$ cat config.mk
export PLATFORM = sky130hd
export DESIGN_NAME = stm_block_sequencer
export DESIGN_NICKNAME = d
export VERILOG_FILES = /design/src/rtl/stm_block_sequencer.sv
export SDC_FILE = /design/constraint.sdc
export NUM_CORES = 1
export LEC_CHECK = 0
export CORE_UTILIZATION = 30
export CTS_CLUSTER_DIAMETER = 80
export DETAILED_ROUTE_END_ITERATION = 16
export SYNTH_ARGS = -nofsm -noshare
export SYNTH_HDL_FRONTEND = slang
export SYNTH_SLANG_ARGS = --single-unit
$ cat constraint.sdc
create_clock -name clk -period 2.81 [get_ports clk]
set_input_delay 0.843 -clock clk [delete_from_list [all_inputs] [get_ports clk]]
set_output_delay 0.843 -clock clk [all_outputs]
set_load 0.005 [all_outputs]
$ cat src/rtl/stm_block_sequencer.sv
// STM read-side sequencer: walks a 16-bit register list and emits one memory
// write beat per listed register, lowest register index at the lowest address.
//
// state | meaning
// IDLE  | waiting for start; request inputs captured on start
// FETCH | read lowest pending register, or go to FIN when none remain
// XFER  | beat presented on mem_*, held until mem_ready
// FIN   | one-cycle done pulse plus optional base writeback
module stm_block_sequencer #(
    parameter int W = 32
) (
    input  logic         clk,
    input  logic         reset,
    input  logic         start,
    input  logic [15:0]  reg_list,
    input  logic [W-1:0] base,
    input  logic [1:0]   mode,
    input  logic         wb_en,
    input  logic [3:0]   rn,
    output logic [3:0]   rf_addr,
    input  logic [W-1:0] rf_data,
    input  logic [W-1:0] r15_val,
    output logic         mem_valid,
    input  logic         mem_ready,
    output logic [W-1:0] mem_addr,
    output logic [W-1:0] mem_data,
    output logic         wb_we,
    output logic [3:0]   wb_addr,
    output logic [W-1:0] wb_data,
    output logic         busy,
    output logic         done
);

    typedef enum logic [1:0] {IDLE, FETCH, XFER, FIN} state_t;

    localparam logic [W-1:0] WORD = {{(W-3){1'b0}}, 3'd4};

    state_t       state_q, state_d;
    logic [15:0]  mask_q;
    logic [W-1:0] addr_q, data_q, fbase_q;
    logic         wb_en_q;
    logic [3:0]   rn_q;
    logic [4:0]   n_cnt;
    logic [3:0]   low_idx;
    logic [W-1:0] ofs, a0, fbase;

    always_comb begin
        n_cnt = '0;
        for (int i = 0; i < 16; i++) n_cnt = n_cnt + 5'(reg_list[i]);
        low_idx = '0;
        for (int i = 15; i >= 0; i--) if (mask_q[i]) low_idx = 4'(i);
    end

    // mode = {P,U}; the lowest address is always where the lowest register lands
    always_comb begin
        ofs   = {{(W-7){1'b0}}, n_cnt, 2'b00};
        fbase = mode[0] ? (base + ofs) : (base - ofs);
        case (mode)
            2'b00:   a0 = base - ofs + WORD;
            2'b01:   a0 = base;
            2'b10:   a0 = base - ofs;
            default: a0 = base + WORD;
        endcase
    end

    always_ff @(posedge clk or negedge reset) begin
        if (!reset) state_q <= IDLE;
        else        state_q <= state_d;
    end

    always_comb begin
        state_d   = state_q;
        rf_addr   = '0;
        mem_valid = 1'b0;
        done      = 1'b0;
        wb_we     = 1'b0;
        case (state_q)
            IDLE:  if (start) state_d = FETCH;
            FETCH: begin
                rf_addr = low_idx;
                state_d = (mask_q == 16'h0000) ? FIN : XFER;
            end
            XFER: begin
                mem_valid = 1'b1;
                if (mem_ready) state_d = FETCH;
            end
            FIN: begin
                done    = 1'b1;
                wb_we   = wb_en_q;
                state_d = IDLE;
            end
            default: state_d = IDLE;
        endcase
    end

    assign busy     = (state_q != IDLE);
    assign mem_addr = addr_q;
    assign mem_data = data_q;
    assign wb_addr  = wb_we ? rn_q : '0;
    assign wb_data  = wb_we ? fbase_q : '0;

    // wb_en is only honoured for a non-empty list
    always_ff @(posedge clk or negedge reset) begin
        if (!reset) begin
            mask_q  <= '0;
            addr_q  <= '0;
            data_q  <= '0;
            fbase_q <= '0;
            wb_en_q <= 1'b0;
            rn_q    <= '0;
        end else begin
            case (state_q)
                IDLE: if (start) begin
                    mask_q  <= reg_list;
                    addr_q  <= a0;
                    fbase_q <= fbase;
                    wb_en_q <= wb_en && (reg_list != 16'h0000);
                    rn_q    <= rn;
                end
                FETCH: if (mask_q != 16'h0000) begin
                    data_q <= (low_idx == 4'd15) ? r15_val : rf_data;
                    mask_q <= mask_q & ~(16'h0001 << low_idx);
                end
                XFER: if (mem_ready) addr_q <= addr_q + WORD;
                default: ;
            endcase
        end
    end

endmodule

==> impl_metrics.py <==
metrics = {
    "finish": {
        "final_area_mm2": 0.01814,
        "insertedDiodeCount": 0,
        "syn_to_final_growth_pct": 73.09,
        "layout_commonest_cell": "buf_4",
        "drive_gt1_frac": 0.3514,
        "stdcell_count": 2333,
        "final_cell_mix": "292 x buf_4, 181 x clkdlybuf4s50_1, 129 x nand2_1",
        "nNetsFinal": 2022,
    },
    "yosys": {
        "syn-cell-area_mm2": 0.01048,
        "synth-edff-count": 0,
        "synth_top_family_by_area": "simple AND/OR/NAND/NOR gates",
        "synth-simple-area-share": 0.2839,
        "muxShareOfSynthArea": 0.04119,
        "synth_seq_cells": 119,
        "yosysTopAreaCell": "dfrtp_1",
        "synth_warnings": 0,
        "ys.flop_type": "dfrtp_1",
        "syn-num-nets": 1497,
        "async_reset_ff_frac": 1.000,
        "synthXorXnorAreaFrac": 0.05588,
        "synth_fa_ha_area_frac": 0.04919,
        "synth_area_leaders": "dfrtp_1 28%, nand2_1 5.0%, a21oi_1 4.7%, o21ai_0 4.6%, nor2_1 4.4%",
        "synth_compound_area_frac": 0.2208,
        "synth.yosys.seq_area_share": 0.2842,
        "synth_top_area_share": 0.2842,
        "syn_inst": 1340,
        "synth_area_per_cell_um2": 7.820,
        "synth_cell_types": 91,
    },
    "floorplanning": {
        "start_util": 0.3041,
        "die_h_um": 188.9,
        "num_rows": 68,
        "pin_count": 231,
        "coreArea_mm2": 0.03446,
        "dieArea_mm2": 0.03568,
        "die_x_um": 188.9,
    },
    "sta": {
        "setup_tns_ns": -164.21,
        "skew_ns": 0.01198,
        "period_share": 2.196,
        "rsz0062_at_grt": "yes",
        "finalMaxSlewViolations": 0,
        "setup_violations": 62,
        "fmax_mhz": 162.0,
        "worst_slack_ns": -3.361,
        "worstMarginPinSlew_ns": 0.6939,
        "max_slew_margin": 0.5374,
        "hold_viol_final": 0,
        "layout_min_cycle_time_ns": 6.171,
    },
    "worst_setup_path": {
        "cp_max_fo": 6,
        "r2r_cells": 9,
        "rr_endpoint": "mem_addr[20]$_DFFE_PN0P_",
        "critPathArrivalTime_ns": 6.52,
        "crit_type": "in2reg",
        "regToRegSetupSlack_ns": 0.09,
        "critPathCaptureType": "flop",
        "critical_path_required_ns": 3.16,
        "startpoint_type": "input port",
        "r2r_start": "mem_addr[2]$_DFFE_PN0P_",
    },
    "placed_design": {
        "gp_congestion": 0.9011,
        "dp_hpwl_um": 32570,
        "placed_cell_area_mm2": 0.01559,
        "port_buffers": 230,
        "dpl.cell_count": 2238,
    },
    "drt": {
        "routed_wl_um": 43960,
        "drc_errors": 0,
        "wl_per_cell_um": 18.84,
        "via_per_inst": 5.348,
        "via_count": 12480,
        "detail-route-antenna-nets": 0,
        "drt_iter0_markers": 842,
        "firstDrtPassIters": 6,
    },
    "clock_tree": {
        "cts_max_level": 4,
        "worstSkewPairLatency_ns": 0.46,
        "cts_tree": "yes",
        "cts.path.max_buffers": 2,
        "clk_pin_slew_ns": 0.07,
        "cts_buffers": 17,
        "cts_sinks": 119,
        "root_buffer": "clkbuf_16",
    },
    "global_route": {
        "grt_max_degree": 89,
        "grt_pass1_wl_um": 67730,
        "antenna_found_initial": 0,
        "grt_pass1_vias": 12380,
        "grt-ovfl-total": 0,
        "grt_use_total": 0.2428,
    },
    "job": {
        "cap_violations": 0,
    },
    "power": {
        "power_mw": 16.60,
        "powerDensity_mw_per_mm2": 915.2,
        "leakage_nw": 7.949,
        "peakVddDrop_v": 0.0005286,
    },
    "outcome": {
        "violations": "negative setup slack",
        "status": "complete, but fails checks",
    },
    "min_path": {
        "hold_path_class": "in2async",
    },
}
worst max path at each step:
stage | slack (ns) | cells after the start | endpoint | start
detailed placement | -4.41 | 19 | mem_addr[30]$_DFFE_PN0P_ | reg_list[15]
global placement | -4.40 | 19 | mem_addr[30]$_DFFE_PN0P_ | reg_list[15]
finish | -3.36 | 20 | mem_addr[31]$_DFFE_PN0P_ | reg_list[3]
global route | -3.50 | 19 | mem_addr[30]$_DFFE_PN0P_ | reg_list[11]
floorplan | -3.65 | 20 | mem_addr[18]$_DFFE_PN0P_ | reg_list[15]
CTS | -3.31 | 19 | mem_addr[18]$_DFFE_PN0P_ | reg_list[15]
critical path, stage by stage:
cell       delay, ns
buf_2           0.10
inv_2           0.04
fa_1            0.49
fa_2            0.56
fa_2            0.45
fa_1            0.52
inv_2           0.05
ha_4            0.16
fa_2            0.51
fa_2            0.38
or2_4           0.28
a2111oi_4       0.52
buf_4           0.21
o211ai_1        0.09
mux2i_1         0.16
a31oi_1         0.08
or3_4           0.45
buf_6           0.14
o311a_1         0.27
a211o_1         0.22
report_power, final:
group	internal, mW	leakage (nW)	switching (mW)	total (mW)
clock network	1.44	0.298	0.971	2.41
logic	5.59	6.25	5.35	10.9
registers	2.55	1.40	0.692	3.24
total	9.58	7.95	7.01	16.6
flip-flops by register name (all words and copies together) (netlist names):
name	flops
fbase_q	32
mask_q	16
mem_addr	32
mem_data	32
rn_q	4
state_q	2
wb_en_q	1
cell usage after synthesis, types with 16 or more instances:
cell,instances
nand2_1,139
nor2_1,122
dfrtp_1,119
a21oi_1,99
o21ai_0,97
clkbuf_1,60
inv_1,53
nand3_1,47
and2_1,44
mux2i_1,42
xnor2_1,42
nor3_1,40
nand4_1,28
nor4_1,26
xor2_1,23
ha_1,22
o22ai_1,19
and3_1,18
or3_1,17
a211oi_1,16
cells by family after synthesis:
kind of cell,after synthesis
flip-flops,119
XOR/XNOR,66
AO/OA/AOI/OAI,358
AND/OR/NAND/NOR,569
multiplexers,43
adder cells (fa/ha/maj),34
buffers and inverters,151
cell type report:
cell class / count / area, µm²
fill: 3209 / 16320
multi-input combinational: 1070 / 8159
timing repair buffer: 601 / 5574
sequential: 119 / 2983
tap: 455 / 569.3
clock buffer: 18 / 439.2
inverter: 56 / 225.2
clock inverter: 14 / 187.7
per-layer routing:
layer	GRT usage	vias to the layer above	routed length, µm	part of all wire
met5	0	-	0	0
met4	0.09833	0	1530	0.035
met3	0.03837	98	2473	0.056
met2	0.4193	446	21770	0.50
met1	0.3004	6017	18180	0.41
li1	-	5915	-	-
timing repair:
action	in CTS	in global routing
endpoints found under the setup margin	100	70
cloned	1	2
hold buffers	0	0
buffers inserted	42	26
pin swaps	86	86
gates resized for setup	217	184
metrics by stage:
step | setup slack [ns] | utilization | hold slack [ns]
after floorplan | -3.652 | - | 0.4374
after detailed placement | -4.406 | 0.4525 | 0.4548
after CTS | -3.309 | 0.5001 | 0.4434
after global placement | -4.398 | 0.4525 | 0.4496
after global routing | -3.498 | 0.5264 | 0.4651
final | -3.361 | 0.5264 | 0.4295
Power figures use the tool's default switching activity.
